**src/rtl/apb_pkg.sv**
```systemverilog
// apb_pkg: shared types and constants for the APB requester.
//   apb_state_e  - requester FSM states
//   STRB_*       - the only write strobe patterns the requester will issue
//   apb_req_t    - registered request bundle (write, wdata, strb)
//   apb_rsp_t    - registered response bundle (rdata, err, timeout)
//   req_is_legal - early rejection check for alignment and strobe pattern
package apb_pkg;

    typedef enum logic [1:0] {
        IDLE   = 2'd0,
        SETUP  = 2'd1,
        ACCESS = 2'd2,
        RESP   = 2'd3
    } apb_state_e;

    localparam logic [3:0] STRB_WORD = 4'b1111;
    localparam logic [3:0] STRB_HALF = 4'b0011;
    localparam logic [3:0] STRB_BYTE = 4'b0001;

    typedef struct packed {
        logic        write;
        logic [31:0] wdata;
        logic [3:0]  strb;
    } apb_req_t;

    typedef struct packed {
        logic [31:0] rdata;
        logic        err;
        logic        timeout;
    } apb_rsp_t;

    // Reads ignore the strobe; writes must use one of the three patterns.
    function automatic logic req_is_legal(input logic       write,
                                          input logic [1:0] addr_lo,
                                          input logic [3:0] strb);
        logic strb_ok;
        strb_ok = (strb == STRB_WORD) || (strb == STRB_HALF) || (strb == STRB_BYTE);
        return (addr_lo == 2'b00) && (!write || strb_ok);
    endfunction

endpackage

```
**src/rtl/apb_if.sv**
```systemverilog
// apb_if: APB bus bundle between one requester and the slave fabric.
//   master modport: drives addr/sel/enable/write/wdata/strb, samples rdata/ready/slverr
//   slave  modport: the mirror image
interface apb_if #(
    parameter int ADDR_W = 32
);
    logic [ADDR_W-1:0] addr;
    logic              sel;
    logic              enable;
    logic              write;
    logic [31:0]       wdata;
    logic [3:0]        strb;
    logic [31:0]       rdata;
    logic              ready;
    logic              slverr;

    modport master (
        output addr, sel, enable, write, wdata, strb,
        input  rdata, ready, slverr
    );

    modport slave (
        input  addr, sel, enable, write, wdata, strb,
        output rdata, ready, slverr
    );
endinterface

```
**src/rtl/apb_timeout_ctr.sv**
```systemverilog
// apb_timeout_ctr: ACCESS-phase wait watchdog.
//   clk, rst - clock and synchronous active-high reset
//   clear    - reload the budget (asserted in the cycle before ACCESS)
//   en       - one ACCESS cycle passed without ready
//   expire   - this un-ready cycle is the last one allowed
// Implemented as a down-counter loaded with TIMEOUT_CYCLES; expire is the
// terminal-count compare qualified by en, so the caller can still let a
// same-cycle ready take priority. TIMEOUT_CYCLES = 0 ties expire low.
module apb_timeout_ctr #(
    parameter int unsigned TIMEOUT_CYCLES = 16
) (
    input  logic clk,
    input  logic rst,
    input  logic clear,
    input  logic en,
    output logic expire
);

    generate
        if (TIMEOUT_CYCLES == 0) begin : g_off
            logic unused_inputs;
            assign unused_inputs = ^{clk, rst, clear, en};
            assign expire = 1'b0;
        end else begin : g_on
            localparam int CW = $clog2(TIMEOUT_CYCLES + 1);
            localparam logic [CW-1:0] LOAD = CW'(TIMEOUT_CYCLES);

            logic [CW-1:0] cnt;

            always_ff @(posedge clk) begin
                if (rst) begin
                    cnt <= '0;
                end else if (clear) begin
                    cnt <= LOAD;
                end else if (en && (cnt != '0)) begin
                    cnt <= cnt - CW'(1);
                end
            end

            assign expire = en && (cnt == CW'(1));
        end
    endgenerate

endmodule

```
**src/rtl/apb_master.sv**
```systemverilog
// apb_master: single-outstanding APB requester.
//   clk, rst         - clock, synchronous active-high reset
//   req_*            - valid/ready request channel (accepted in IDLE only)
//   rsp_*            - registered response held until rsp_ready
//   apb              - APB master modport
//
//   state  | meaning
//   -------+-----------------------------------------------------------
//   IDLE   | req_ready high; register request, reject illegal ones
//   SETUP  | sel=1, enable=0, timeout budget reloaded
//   ACCESS | sel=1, enable=1, wait for ready or timeout
//   RESP   | rsp_valid held with stable data until rsp_ready
module apb_master
    import apb_pkg::*;
#(
    parameter int unsigned TIMEOUT_CYCLES = 16,
    parameter int          ADDR_W         = 32
) (
    input  logic              clk,
    input  logic              rst,
    input  logic              req_valid,
    output logic              req_ready,
    input  logic              req_write,
    input  logic [ADDR_W-1:0] req_addr,
    input  logic [31:0]       req_wdata,
    input  logic [3:0]        req_strb,
    output logic              rsp_valid,
    input  logic              rsp_ready,
    output logic [31:0]       rsp_rdata,
    output logic              rsp_err,
    output logic              rsp_timeout,
    apb_if.master             apb
);

    apb_state_e        state;
    logic [ADDR_W-1:0] addr_q;
    apb_req_t          req_q;
    apb_rsp_t          rsp_q;
    logic              sel_q;
    logic              enable_q;
    logic              rsp_valid_q;

    logic tmo_clear;
    logic tmo_en;
    logic tmo_expire;

    assign tmo_clear = (state == SETUP);
    assign tmo_en    = (state == ACCESS) && !apb.ready;

    apb_timeout_ctr #(
        .TIMEOUT_CYCLES(TIMEOUT_CYCLES)
    ) u_timeout (
        .clk    (clk),
        .rst    (rst),
        .clear  (tmo_clear),
        .en     (tmo_en),
        .expire (tmo_expire)
    );

    // Gated by rst so nothing can be accepted in the reset cycle itself.
    assign req_ready = (state == IDLE) && !rst;

    always_ff @(posedge clk) begin
        if (rst) begin
            state       <= IDLE;
            addr_q      <= '0;
            req_q       <= '0;
            rsp_q       <= '0;
            sel_q       <= 1'b0;
            enable_q    <= 1'b0;
            rsp_valid_q <= 1'b0;
        end else begin
            case (state)
                IDLE: begin
                    if (req_valid) begin
                        addr_q      <= req_addr;
                        req_q.write <= req_write;
                        req_q.wdata <= req_wdata;
                        req_q.strb  <= req_write ? req_strb : 4'b0000;
                        if (req_is_legal(req_write, req_addr[1:0], req_strb)) begin
                            sel_q <= 1'b1;
                            state <= SETUP;
                        end else begin
                            // Rejected without touching the bus.
                            rsp_q.rdata   <= '0;
                            rsp_q.err     <= 1'b1;
                            rsp_q.timeout <= 1'b0;
                            rsp_valid_q   <= 1'b1;
                            state         <= RESP;
                        end
                    end
                end
                SETUP: begin
                    enable_q <= 1'b1;
                    state    <= ACCESS;
                end
                ACCESS: begin
                    // ready is checked first so a last-cycle ready still completes.
                    if (apb.ready) begin
                        sel_q         <= 1'b0;
                        enable_q      <= 1'b0;
                        rsp_q.rdata   <= (req_q.write || apb.slverr) ? '0 : apb.rdata;
                        rsp_q.err     <= apb.slverr;
                        rsp_q.timeout <= 1'b0;
                        rsp_valid_q   <= 1'b1;
                        state         <= RESP;
                    end else if (tmo_expire) begin
                        sel_q         <= 1'b0;
                        enable_q      <= 1'b0;
                        rsp_q.rdata   <= '0;
                        rsp_q.err     <= 1'b1;
                        rsp_q.timeout <= 1'b1;
                        rsp_valid_q   <= 1'b1;
                        state         <= RESP;
                    end
                end
                RESP: begin
                    if (rsp_ready) begin
                        rsp_valid_q <= 1'b0;
                        state       <= IDLE;
                    end
                end
                default: state <= IDLE;
            endcase
        end
    end

    assign apb.addr    = addr_q;
    assign apb.sel     = sel_q;
    assign apb.enable  = enable_q;
    assign apb.write   = req_q.write;
    assign apb.wdata   = req_q.wdata;
    assign apb.strb    = req_q.strb;

    assign rsp_valid   = rsp_valid_q;
    assign rsp_rdata   = rsp_q.rdata;
    assign rsp_err     = rsp_q.err;
    assign rsp_timeout = rsp_q.timeout;

endmodule
```
**src/flat_wrapper.sv**
```systemverilog
// flat-port wrapper written by rule: the top's interface ports become plain ports
module apb_master_flat import apb_pkg::*;
#(
    parameter int unsigned TIMEOUT_CYCLES = 16,
    parameter int          ADDR_W         = 32
)
  (clk, rst, req_valid, req_ready, req_write, req_addr, req_wdata, req_strb, rsp_valid, rsp_ready, rsp_rdata, rsp_err, rsp_timeout, apb_addr, apb_sel, apb_enable, apb_write, apb_wdata, apb_strb, apb_rdata, apb_ready, apb_slverr);
  apb_if #(.ADDR_W(ADDR_W)) apb_i ();
  input  logic clk;
  input  logic rst;
  input  logic req_valid;
  output logic req_ready;
  input  logic req_write;
  input  logic [ADDR_W-1:0] req_addr;
  input  logic [31:0] req_wdata;
  input  logic [3:0] req_strb;
  output logic rsp_valid;
  input  logic rsp_ready;
  output logic [31:0] rsp_rdata;
  output logic rsp_err;
  output logic rsp_timeout;
  output wire logic [$bits(apb_i.addr)-1:0] apb_addr;
  output wire logic [$bits(apb_i.sel)-1:0] apb_sel;
  output wire logic [$bits(apb_i.enable)-1:0] apb_enable;
  output wire logic [$bits(apb_i.write)-1:0] apb_write;
  output wire logic [$bits(apb_i.wdata)-1:0] apb_wdata;
  output wire logic [$bits(apb_i.strb)-1:0] apb_strb;
  input wire logic [$bits(apb_i.rdata)-1:0] apb_rdata;
  input wire logic [$bits(apb_i.ready)-1:0] apb_ready;
  input wire logic [$bits(apb_i.slverr)-1:0] apb_slverr;
  assign apb_addr = apb_i.addr;
  assign apb_sel = apb_i.sel;
  assign apb_enable = apb_i.enable;
  assign apb_write = apb_i.write;
  assign apb_wdata = apb_i.wdata;
  assign apb_strb = apb_i.strb;
  assign apb_i.rdata = apb_rdata;
  assign apb_i.ready = apb_ready;
  assign apb_i.slverr = apb_slverr;
  apb_master #(.TIMEOUT_CYCLES(TIMEOUT_CYCLES), .ADDR_W(ADDR_W)) u_core (.clk(clk), .rst(rst), .req_valid(req_valid), .req_ready(req_ready), .req_write(req_write), .req_addr(req_addr), .req_wdata(req_wdata), .req_strb(req_strb), .rsp_valid(rsp_valid), .rsp_ready(rsp_ready), .rsp_rdata(rsp_rdata), .rsp_err(rsp_err), .rsp_timeout(rsp_timeout), .apb(apb_i));
endmodule
```
**config.mk**
```make
export PLATFORM = sky130hd
export DESIGN_NAME = apb_master_flat
export DESIGN_NICKNAME = d
export VERILOG_FILES = /design/src/rtl/apb_pkg.sv /design/src/rtl/apb_if.sv /design/src/rtl/apb_timeout_ctr.sv /design/src/rtl/apb_master.sv /design/src/flat_wrapper.sv
export SDC_FILE = /design/constraint.sdc
export NUM_CORES = 1
export LEC_CHECK = 0
export BUFFER_PORTS_ARGS = -buffer_cell sky130_fd_sc_hd__buf_2
export CAP_MARGIN = 20
export CORE_MARGIN = 4
export CORE_UTILIZATION = 41
export DETAILED_ROUTE_END_ITERATION = 10
export HOLD_SLACK_MARGIN = 0.05
export PLACE_DENSITY = 0.75
export REMOVE_ABC_BUFFERS = 1
export SYNTH_ARGS = -nofsm -noshare
export SYNTH_HDL_FRONTEND = slang
export SYNTH_SLANG_ARGS = --single-unit
export TNS_END_PERCENT = 30
```
**constraint.sdc**
```tcl
create_clock -name clk -period 1.8 [get_ports clk]
set_clock_uncertainty 0.1 [all_clocks]
set_input_delay 0.09 -clock clk [delete_from_list [all_inputs] [get_ports clk]]
set_output_delay 0.09 -clock clk [all_outputs]
set_load 0.02 [all_outputs]
```
==> results by group <==
Run status
  – Status: finished with violations
  – Failing checks: setup timing

Yosys
  – Largest family of logic cells by synthesized area: simple AND/OR/NAND/NOR gates
  – Seq/Total Area, Yosys: about half
  – Synth unique cells: 43
  – Number of synthesized flops with an enable pin: 0
  – Adder-Cell Fraction of Synth Area: under 10%
  – Mapped Cells: between 500 and 600
  – Synth Flop Type: dfxtp_1
  – Xor-xnor portion of the synthesized cell area: less than 1%
  – Most frequent cells after synthesis: nand2_1 (201), dfxtp_1 (113), a21oi_1 (72)
  – Top post-synthesis cells by area: dfxtp_1 (51%), nand2_1 (17%), a21oi_1 (8.2%), mux2i_1 (7.5%), clkbuf_1 (2.0%)
  – Post-Synth Simple-Gate Area: between 20% and 30%
  – YS warnings: 0
  – Ys async rst share: 0%
  – Most common cell in the netlist: nand2_1
  – Compound-Gate Fraction of Synth Area: about an eighth
  – Post-synthesis mux area share: under 10%
  – Synthesized area: between 4000 and 5000 um^2
  – Mean area per synthesized cell: just over 8 um^2
  – Post-synth top area cell: dfxtp_1
  – Synth top area share: approximately 51%
  – Register bit total from synthesis: ~110

Critical path
  – CP Max Fanout: 7
  – Setup crit end kind: flip-flop
  – CP Cell Sequence: inv_2 > ha_4 > or4b_4 > a22oi_2 > o21ai_4 > buf_16 > mux2i_1
  – CP max stage cell: or4b_4
  – Critical path data required time: 2.11 ns
  – CP delay by family, top: simple AND/OR/NAND/NOR gates
  – Crit start category: flip-flop
  – Slowest stage delay, CP: 0.46 ns
  – WS Path Type: flip-flop to flip-flop
  – Worst EP arrival: 2.27 ns
  – CP bufs+invs: 2

Power and ir drop
  – P_sw: roughly 3300 uW
  – Pleak: around 0.0035 uW
  – Part of the power in combinational logic: 35.0%
  – Pwr Density: approximately 1300 nW/um^2
  – Sw Ratio: between 30% and 40%
  – Clk pwr share: approximately 33%
  – Reg power frac: between 30 and 40%
  – Max IR drop VDD: 829.2 uV
  – Power Internal: ~6200 uW

GRT
  – Vias in the first global route: between 5k and 6k
  – First-pass GRT wire length: between 20000 and 30000 um
  – Largest net degree at the start of global routing: 43
  – Initial antenna violation count: 0
  – Tot GR Track Use: 25.47%
  – Grt ovf: 0

Timing
  – Min Tclk post-route: between 1.5 and 2 ns
  – Period utilisation layout: 108.9%
  – Max_slew headroom: between 60 and 70%
  – Slew @ Worst Pin: between 0.5 and 0.6 ns
  – Max Clock Freq: 510.2 MHz
  – RSZ-0062 raised after global routing: yes
  – Setup WS post-layout: -0.1600 ns
  – Slew Viols, Final: 0
  – Worst hold slack: slightly above 0.07 ns
  – Final Setup Violations: 32
  – Final hold vios: 0

Clocking
  – Worst-Skew Late Latency: around 0.49 ns
  – CTS Buf Count: 17
  – CTS H-tree lvls: 4
  – Clock slew seen by the registers of the worst setup and hold paths: about 0.060 ns
  – Clock Sinks: between 100 and 150
  – CTS Root Buffer Type: clkbuf_8
  – Clk buf depth: 2
  – CTS tree: built

Routing
  – Vias per cell: roughly 5
  – Vias post-DR: 5040
  – Initial drt markers: 300
  – DR DRC count: 0
  – Drt first pass iters: 5
  – Routed WL: roughly 16000 um
  – Antenna-violating nets left: 0
  – Wirelength per Cell: around 16 um

Run
  – Max-cap violations: 0

Placement
  – Place WS: -0.08524 ns
  – HPWL Detailed: 9370 um
  – Final GP Congestion: a little over 0.8
  – DP Cell Count: a little under 900
  – Port Buffer Count: 213

Layout
  – Finished Layout Cells: between 1k and 1.5k
  – Share of cells above drive strength 1: 33.71%
  – FF+latch area: about 2300 um^2
  – Multi-input logic area: 2038 um^2
  – Post-layout nets: 976
  – Layout area overhead: 69.99%
  – # fillers: 734
  – Final Util: 72.06%

Floorplanning
  – Die Span X: roughly 110 um
  – Starting Density: between 40% and 50%
  – CORE AREA: 10420 um^2
  – Die height: around 110 um
  – I/O pins: between 200 and 250
  – Die ar.: 12490 um^2
  – Row count: 37

Hold path
  – Hold Crit Class: input pin to flip-flop
[layout by cell type, fill, tap and decap left out, types with 3 or more instances in the layout]
cell           netlist  layout
a21oi_1             72      72
buf_12               0       5
buf_2                1     213
buf_4                0      17
clkbuf_16            0      16
clkinvlp_4           0       5
dfxtp_1            113     110
dfxtp_2              0       3
dlygate4sd3_1        0     108
ha_1                 7       4
inv_1                7       4
inv_2                1       4
inv_6                0       4
mux2i_1             33      32
nand2_1            201     200
nand2b_1             4       4
nand3_1              7       7
nor2_1              11      10
nor2b_1              4       3
nor3_1               4       4
[logic make-up (layout without fill, tap and decap cells)]
family,Yosys count,in the layout
other cells,0,1
xor+xnor,3,3
compound gates,92,92
mux,34,34
fa+ha+maj,7,7
flops,113,113
buf+inv,43,386
simple gates,240,240
[state kept, by name (all words and copies together) (netlist names)]
| name | flops |
|---|---|
| u_core.apb.addr | 32 |
| u_core.apb.enable | 1 |
| u_core.apb.sel | 1 |
| u_core.apb.strb | 4 |
| u_core.apb.wdata | 32 |
| u_core.apb.write | 1 |
| u_core.rsp_err | 1 |
| u_core.rsp_rdata | 32 |
| u_core.rsp_timeout | 1 |
| u_core.rsp_valid | 1 |
| u_core.state | 2 |
| u_core.u_timeout.g_on.cnt | 5 |
[metal layers]
metal | vias to the layer above | global-route usage, % | routed length (um)
met4 | 0 | 12.57 | 609
met5 | - | 0 | 0
li1 | 2422 | - | -
met3 | 54 | 7.500 | 1081
met2 | 228 | 46.52 | 8451
met1 | 2336 | 26.40 | 5979
[worst min-delay path, delay by kind of cell]
kind,cells,cell delay [ns]
buffers and inverters,2,0.36
multiplexers,1,0.12
AND/OR/NAND/NOR,1,0.07
[per-stage QoR]
step,instance area (um^2),setup TNS (ns),power (uW)
5_1_grt,7503,-5.401,9954
3_5_place_dp,5752,-2.178,5861
2_1_floorplan,4260,-81.05,4775
6_report,7506,-3.440,9497
3_3_place_gp,5752,-1.337,5771
4_1_cts,7480,-3.563,9367
[power by group through the flow]
stage	clock network [uW]	registers [uW]	logic, uW
floorplan	0	3450	1330
CTS	3150	3040	3180
finish	3120	3060	3320
global route	3290	3090	3580
global placement	0	3060	2710
detailed placement	0	3080	2780
[path summary, 6_finish.rpt]
check	slack (ns)	to	cells after the start	start
hold reg to reg	0.35	u_core.apb.wdata[22]	2	u_core.apb.wdata[22]
setup reg to reg	-0.16	u_core.rsp_rdata[6]	7	u_core.u_timeout.g_on.cnt[1]
setup / recovery	-0.16	u_core.rsp_rdata[6]	7	u_core.u_timeout.g_on.cnt[1]
hold / removal	0.07	u_core.rsp_valid	4	rst
[what timing repair did]
item | in CTS | in global routing
cloned | 2 | 0
buffers inserted | 0 | 0
pin swaps | 1 | 3
endpoints found under the setup margin | 36 | 87
hold endpoints to repair | 106 | 0
resized for setup | 13 | 9
hold buffers | 108 | 0
[cell type report]
cell class | instances | area share [%]
well taps | 136 | 2.267
repair buffers | 346 | 32.52
diodes | 1 | 0.03334
multi-input cells | 376 | 27.15
clock buffers | 18 | 5.701
inverters | 8 | 0.4001
flip-flops and latches | 113 | 30.19
clock inverters | 14 | 1.734
No activity file was read; power rests on OpenSTA's default activity.
